<file path="config.mk">
export PLATFORM = sky130hd
export DESIGN_NAME = mac_accum
export DESIGN_NICKNAME = d
export VERILOG_FILES = /design/src/rtl/dnn_pkg.sv /design/src/rtl/mul_signed.sv /design/src/rtl/mac_accum.sv
export SDC_FILE = /design/constraint.sdc
export NUM_CORES = 1
export LEC_CHECK = 0
export ABC_AREA = 1
export CORE_MARGIN = 1.5
export CORE_UTILIZATION = 42
export DETAILED_ROUTE_END_ITERATION = 7
export SLEW_MARGIN = 15
export SYNTH_ARGS = -nofsm -noshare
export SYNTH_HDL_FRONTEND = slang
export SYNTH_SLANG_ARGS = --single-unit
</file>
<file path="constraint.sdc">
create_clock -name clk -period 9.9 [get_ports clk]
set_input_delay 0.99 -clock clk [delete_from_list [all_inputs] [get_ports clk]]
set_output_delay 0.99 -clock clk [all_outputs]
set_load 0.02 [all_outputs]
</file>
<file path="src/rtl/dnn_pkg.sv">
// rtl/dnn_pkg.sv - shared widths and stream-stage state type for the DNN datapath
package dnn_pkg;

    localparam int DEF_WORD_WIDTH = 16;
    localparam int DEF_ADDR_WIDTH = 4;

    // Accumulator wide enough for 2**addr_width full-scale signed products
    function automatic int acc_width(input int word_width, input int addr_width);
        return 2 * word_width + addr_width;
    endfunction

    typedef enum logic [1:0] {
        IDLE  = 2'd0,
        ACCUM = 2'd1,
        HOLD  = 2'd2
    } stream_state_e;

endpackage

</file>
<file path="src/rtl/mul_signed.sv">
// rtl/mul_signed.sv - combinational signed WORD_WIDTH x WORD_WIDTH multiplier
module mul_signed
    import dnn_pkg::*;
#(
    parameter int WORD_WIDTH = DEF_WORD_WIDTH
) (
    input  logic signed [WORD_WIDTH-1:0]   a,
    input  logic signed [WORD_WIDTH-1:0]   b,
    output logic signed [2*WORD_WIDTH-1:0] p
);

    assign p = a * b;

endmodule

</file>
<file path="src/rtl/mac_accum.sv">
// rtl/mac_accum.sv - signed multiply-accumulate over VEC_LEN beats with registered result handshake
module mac_accum
    import dnn_pkg::*;
#(
    parameter int WORD_WIDTH = DEF_WORD_WIDTH,
    parameter int ADDR_WIDTH = DEF_ADDR_WIDTH,
    parameter int VEC_LEN    = 16,
    parameter int ACC_WIDTH  = acc_width(WORD_WIDTH, ADDR_WIDTH),
    parameter bit RELU_EN    = 1'b0
) (
    input  logic                  clk,
    input  logic                  rst,
    input  logic [WORD_WIDTH-1:0] data_in,
    input  logic [WORD_WIDTH-1:0] weight_in,
    input  logic                  in_valid,
    output logic                  in_ready,
    output logic [ACC_WIDTH-1:0]  data_out,
    output logic                  out_valid,
    input  logic                  out_ready,
    output logic                  busy
);

    localparam logic [ADDR_WIDTH-1:0] LAST_CNT = ADDR_WIDTH'(VEC_LEN - 1);

    stream_state_e                 state;
    stream_state_e                 state_nxt;
    logic [ADDR_WIDTH-1:0]         cnt;
    logic signed [2*WORD_WIDTH-1:0] prod;
    logic signed [ACC_WIDTH-1:0]   prod_ext;
    logic signed [ACC_WIDTH-1:0]   acc;
    logic signed [ACC_WIDTH-1:0]   sum;
    logic                          accept;
    logic                          last_beat;

    mul_signed #(
        .WORD_WIDTH(WORD_WIDTH)
    ) u_mul (
        .a($signed(data_in)),
        .b($signed(weight_in)),
        .p(prod)
    );

    assign prod_ext  = {{(ACC_WIDTH - 2*WORD_WIDTH){prod[2*WORD_WIDTH-1]}}, prod};
    assign in_ready  = (state != HOLD);
    assign busy      = (state != IDLE);
    assign accept    = in_valid && in_ready;
    // First beat of a vector starts a fresh sum rather than adding to stale acc
    assign sum       = (state == ACCUM) ? acc + prod_ext : prod_ext;
    assign last_beat = (state == IDLE) ? (VEC_LEN == 1) : (cnt == LAST_CNT);

    always_ff @(posedge clk) begin
        if (!rst) begin
            state <= IDLE;
        end else begin
            state <= state_nxt;
        end
    end

    always_comb begin
        state_nxt = state;
        case (state)
            IDLE, ACCUM: begin
                if (accept) begin
                    state_nxt = last_beat ? HOLD : ACCUM;
                end
            end
            HOLD: begin
                if (out_ready) begin
                    state_nxt = IDLE;
                end
            end
            default: state_nxt = IDLE;
        endcase
    end

    always_ff @(posedge clk) begin
        if (!rst) begin
            acc       <= '0;
            cnt       <= '0;
            data_out  <= '0;
            out_valid <= 1'b0;
        end else if (state == HOLD) begin
            if (out_ready) begin
                out_valid <= 1'b0;
                acc       <= '0;
            end
        end else if (accept) begin
            acc <= sum;
            if (last_beat) begin
                cnt       <= '0;
                data_out  <= (RELU_EN && sum[ACC_WIDTH-1]) ? '0 : sum;
                out_valid <= 1'b1;
            end else begin
                cnt <= cnt + 1'b1;
            end
        end
    end

endmodule

</file>
* After elaboration in Yosys (flattened, before gate mapping)
Cells that the tools add are included.
** Operators by class
- Bitwise operators :: 1
- Multipliers :: 1
- Equality and inequality tests :: 6
- Add/subtract/negate cells :: 2
- Reductions and logical operators :: 11
- Multiplexer cells :: 14
** Operators by type and width (number)
- $mux 36 :: 4
- $add 36x32->36 :: 1
- $mul 16x16->32 :: 1
- $mux 2 :: 3
- $ne 2x2->1 const B :: 3
- $reduce_and 2->1 :: 3
- $reduce_and 3->1 :: 2
- $reduce_bool 2->1 :: 3
- $mux 1 :: 5
- $add 4x1->4 const B :: 1
- $eq 4x4->1 const B :: 1
- $mux 4 :: 1
- $pmux 2 s2 :: 1
- $eq 2x1->1 const B :: 1
- $eq 2x2->1 const B :: 1
- $logic_not 2->1 :: 1
- $reduce_or 2->1 :: 1
- $logic_and 1x1->1 :: 1
- $not 1->1 :: 1
** Storage, ports and cells
- Word-level logic and storage cells :: 40
- Output and inout port bits :: 39
- Flip-flop bits (word level) :: 79
- Input bits :: 36

* Longest topological paths before layout
- Word-level depth :: 5
- Depth in mapped cells :: 43
- Gate-level depth less buffers :: 41

* Hierarchy
A second synthesis with hierarchy kept.
** Second synthesis, totals
- Cells, all modules :: 2410
- Area, all modules :: 16588.4 um2
** Modules (own cells, without submodules)
- mul_signed :: instances 1, cells an instance 1481, sequential area each 0.0 um2, area each 10836.6 um2
- mac_accum :: instances 1, cells an instance 929, sequential area each 1581.5 um2, area each 5751.8 um2

* Worst setup path before layout
No wires, ideal clock.
- Path kind :: input to register
- From :: input data_in[7]
- To :: register acc[28]
- Stages :: 37
- Buffers on the path :: 2
- Data required time :: 9.788 ns
- Library setup time :: 0.112 ns
- Data arrival time :: 7.413 ns
- Setup slack :: 2.375 ns
- Path through :: clkbuf_1 -> clkbuf_1 -> nand2_1 -> fa_1 -> inv_1 -> fa_1 -> inv_1 -> fa_1 -> inv_1 -> fa_1 -> fa_1 -> inv_1 -> fa_1 -> inv_1 -> ha_1 -> nand2_2 -> nor2_2 -> inv_2 -> nor2_4 -> nand3_1 -> nand3_1 -> inv_1 -> o21bai_1 -> nor2_1 -> or2_2 -> ha_1 -> nand2_1 -> nor2_1 -> inv_1 -> nor4_1 -> nand2_1 -> nand2_1 -> nand2_1 -> nand3_1 -> nand2_1 -> nand2_1 -> nand2_1
** On the way
- Word-level cells in the longest chain between the ends :: 5
** Ends and longest elaborated chain
- from (decl) :: line mac_accum.sv:13 : input logic [WORD_WIDTH-1:0] data_in,
- $mul 16x16->32 * :: line mul_signed.sv:12 : assign p = a * b;
- $add 36x32->36 :: line mac_accum.sv:48 : assign sum = (state == ACCUM) ? acc + prod_ext : prod_ext;
- $mux 36 * :: line mac_accum.sv:48
- $mux 36 * :: line mac_accum.sv:87 : end else if (accept) begin
- $mux 36 * :: line mac_accum.sv:82 : end else if (state == HOLD) begin
- to (signal assigned) :: line mac_accum.sv:88 : acc <= sum;
- to (decl) :: line mac_accum.sv:30 : logic signed [ACC_WIDTH-1:0] acc;
Mark *: on every way between the ends. The rest lies on a longest branch, timed or not. The select of a mux whose other input is x is not followed.
A chain may end at the register's enable or synchronous reset.

* Worst setup path after layout
- From :: input weight_in[1]
- To :: register acc[35]
** On the way
- Word-level cells in the longest chain between the ends :: 5
** Ends and longest elaborated chain
- from (decl) :: line mac_accum.sv:14 : input logic [WORD_WIDTH-1:0] weight_in,
- $mul 16x16->32 * :: line mul_signed.sv:12
- $add 36x32->36 :: line mac_accum.sv:48
- $mux 36 * :: line mac_accum.sv:48
- $mux 36 * :: line mac_accum.sv:87
- $mux 36 * :: line mac_accum.sv:82
Marks and branches as above.

==> flow_summary.ini <==
[sta]
setup-violations-final = 0
maxSlewHeadroom_pct = 32.8
worst_pin_slew_ns = 1.01
timing.hold.ws_ns = 0.452
maxSlewViolCount = 0
fin_crit_ns = 8.95
fin_worst_skew_ns = 0.0111
finalHoldViolCount = 0
max_freq_mhz = 112
final.setup.worst_slack_ns = 0.947
min_period_over_period_pct = 90.4
tns_ns = 0
rsz0062_at_grt = no

[grt]
grtUsageTotal_pct = 25.2
grt_pass1_wl_mm = 80.8
grt_max_degree = 38
antenna_found_initial = 0
grt_pass1_vias = 15400
overflow = 0

[logic_synthesis]
yosysWarningCount = 0
yosysMostFrequentCell = nand2_1
synthSimpleGateAreaFrac_pct = 26.3
syn_inst = 2331
synthMuxAreaShare_pct = 0
yosysTopAreaCell = fa_1
netlist_area_sq_um = 16400
yosys-top-cells-count = nand2_1, inv_1, fa_1, nor2_1, ha_1
yosys.area_share.adder_pct = 41.1
synth_nets = 2748
synth_cell_types = 50
synth_top_family_by_area = adder cells
yosysSeqAreaShare_pct = 9.63
synth_compound_area_share_pct = 6.99
synth.avg_cell_area_sq_um = 7.04
synth_flop_cell = dfxtp_1
yosys_register_bits = 79
synth_edf_count = 0
synth_top_cell_area_share_pct = 32.1
synthArstFlopShare_pct = 0
ys_top_cells_by_area = fa_1, nand2_1, inv_1
synthXorXnorAreaFrac_pct = 1.17

[placement]
post-place-ws_ns = 0.554
hpwl_mm = 40.7
portBuffers = 74
place_inst = 2874
gp_congestion = 0.970

[finish]
final_cell_count_no_fill = 2890
fill_cells = 3964
antenna_cells = 0
nets = 2784
area_growth_syn_to_layout_pct = 9.75
ff_latch_area_sq_um = 1580
multi_input_area_sq_um = 12400
drive_gt1_share_pct = 6.07

[die]
dieWidth_um = 201
rows = 72
die_area_sq_um = 40300
num_io_pins = 75
core_sq_um = 38600
die_h_um = 201
start_util_pct = 42.5

[clocking]
cts_buffer_depth = 2
cts_resized = 0
root_buffer = clkbuf_16
postCtsHoldBufs = 0
h-tree-depth = 3
clock_sinks = 79
postCtsSetupRepairBufs = 0
cts.clk_slew.worst_paths_ns = 0.06
cts_made_buffers = 9
clk_latency_ns = 0.36
cts_tree = yes

[min_path]
hold_path_startpoint = data_out[0]
hold_class = reg -> reg

[critical_path]
crit_fanout = 16
required_ns = 10.17
end_kind = flop
cp-start-kind = input pin
startpoint = weight_in[1]
critical_path_class = in -> reg
crit_arrival_ns = 9.23
critPathMaxStageDelay_ns = 0.81
r2r-start = acc[0]
cpMaxStageDelayCell = clkdlybuf4s50_1

[routing]
drt_iter0_drc = 905
drc = 0
vias = 14500
routedWlPerCell_um = 16.5
route.final.wire_length_mm = 47.8
drtAntennaViolNets = 0
first_pass_iters = 5
viasPerCell = 5.01

[status]
outcome = complete, no violations

[flow_run]
max_cap_viol_count = 0
## worst paths after layout
kind | depth (start not counted) | endpoint | slack, ns
hold / removal | 2 | data_out[0] | 0.45
setup reg to reg | 18 | acc[32] | 7.09
hold reg to reg | 2 | data_out[0] | 0.45
setup / recovery | 35 | acc[35] | 0.95
## cells in the final DEF, fill, tap and decap left out, drive strengths merged
| cell | count |
|---|---|
| a21o | 8 |
| nor4 | 4 |
| nand4 | 22 |
| buf | 27 |
| clkinvlp | 2 |
| nor2 | 137 |
| ha | 118 |
| nor3 | 11 |
| o21a | 4 |
| dfxtp | 79 |
| o21ai | 62 |
| a31oi | 4 |
| a21boi | 1 |
| o31ai | 2 |
| a31o | 3 |
| bufinv | 2 |
| nand2 | 697 |
| nand3b | 6 |
| clkinv | 6 |
| a21oi | 92 |
| clkbuf | 9 |
| xnor2 | 6 |
| fa | 263 |
| nand3 | 114 |
| o21bai | 11 |
| a32o | 4 |
| a22o | 1 |
| or2 | 19 |
| clkdlybuf4s50 | 74 |
| o211a | 1 |
| xor2 | 15 |
| and2 | 4 |
| inv | 564 |
## routing by layer
| layer | GRT usage [%] | up-vias | part of all wire, % |
|---|---|---|---|
| met4 | 6.69 | 0 | 2.1 |
| met2 | 44.1 | 357 | 49 |
| met1 | 33.5 | 7073 | 44 |
| met3 | 2.01 | 54 | 4.2 |
| met5 | 0 | - | 0 |
| li1 | - | 6983 | - |
## kinds of logic (layout without fill, tap and decap cells)
| family | Yosys count | count (layout) |
|---|---|---|
| DFF | 79 | 79 |
| adders and majority gates | 381 | 381 |
| AOI/OAI and AO/OA | 193 | 193 |
| buffers and inverters | 643 | 684 |
| and+or+nand+nor | 1014 | 1014 |
| xor gates and xnor gates | 21 | 21 |
## per-stage QoR
stage / instance area (sq um) / util [%]
after floorplan: 16400 / -
after global placement: 17700 / 45.8
after detailed placement: 17700 / 45.8
after CTS: 18000 / 46.6
after global routing: 18000 / 46.6
final: 18000 / 46.6
## state kept, by name, summed over array words and instances (netlist names)
register and cells:
acc 36, data_out 36, cnt 4, state 2, out_valid 1
## cell type report
class / instances / share of cell area [%]
Clock inverter: 7 / 0.542
Multi-Input combinational cell: 1609 / 68.8
Tap cell: 518 / 3.60
Clock buffer: 9 / 1.25
Inverter: 567 / 11.8
Timing Repair Buffer: 101 / 5.24
Sequential cell: 79 / 8.78
## critical path, delay by kind of cell
kind                       cells  cell delay [ns]
and+or+nand+nor               17             2.24
AOI/OAI and AO/OA              2             0.40
adders and majority gates      8             4.00
buffers and inverters          8             1.60
Power is not shown: default switching activity piles up to over one toggle a cycle in this logic, so the estimate is an artifact.
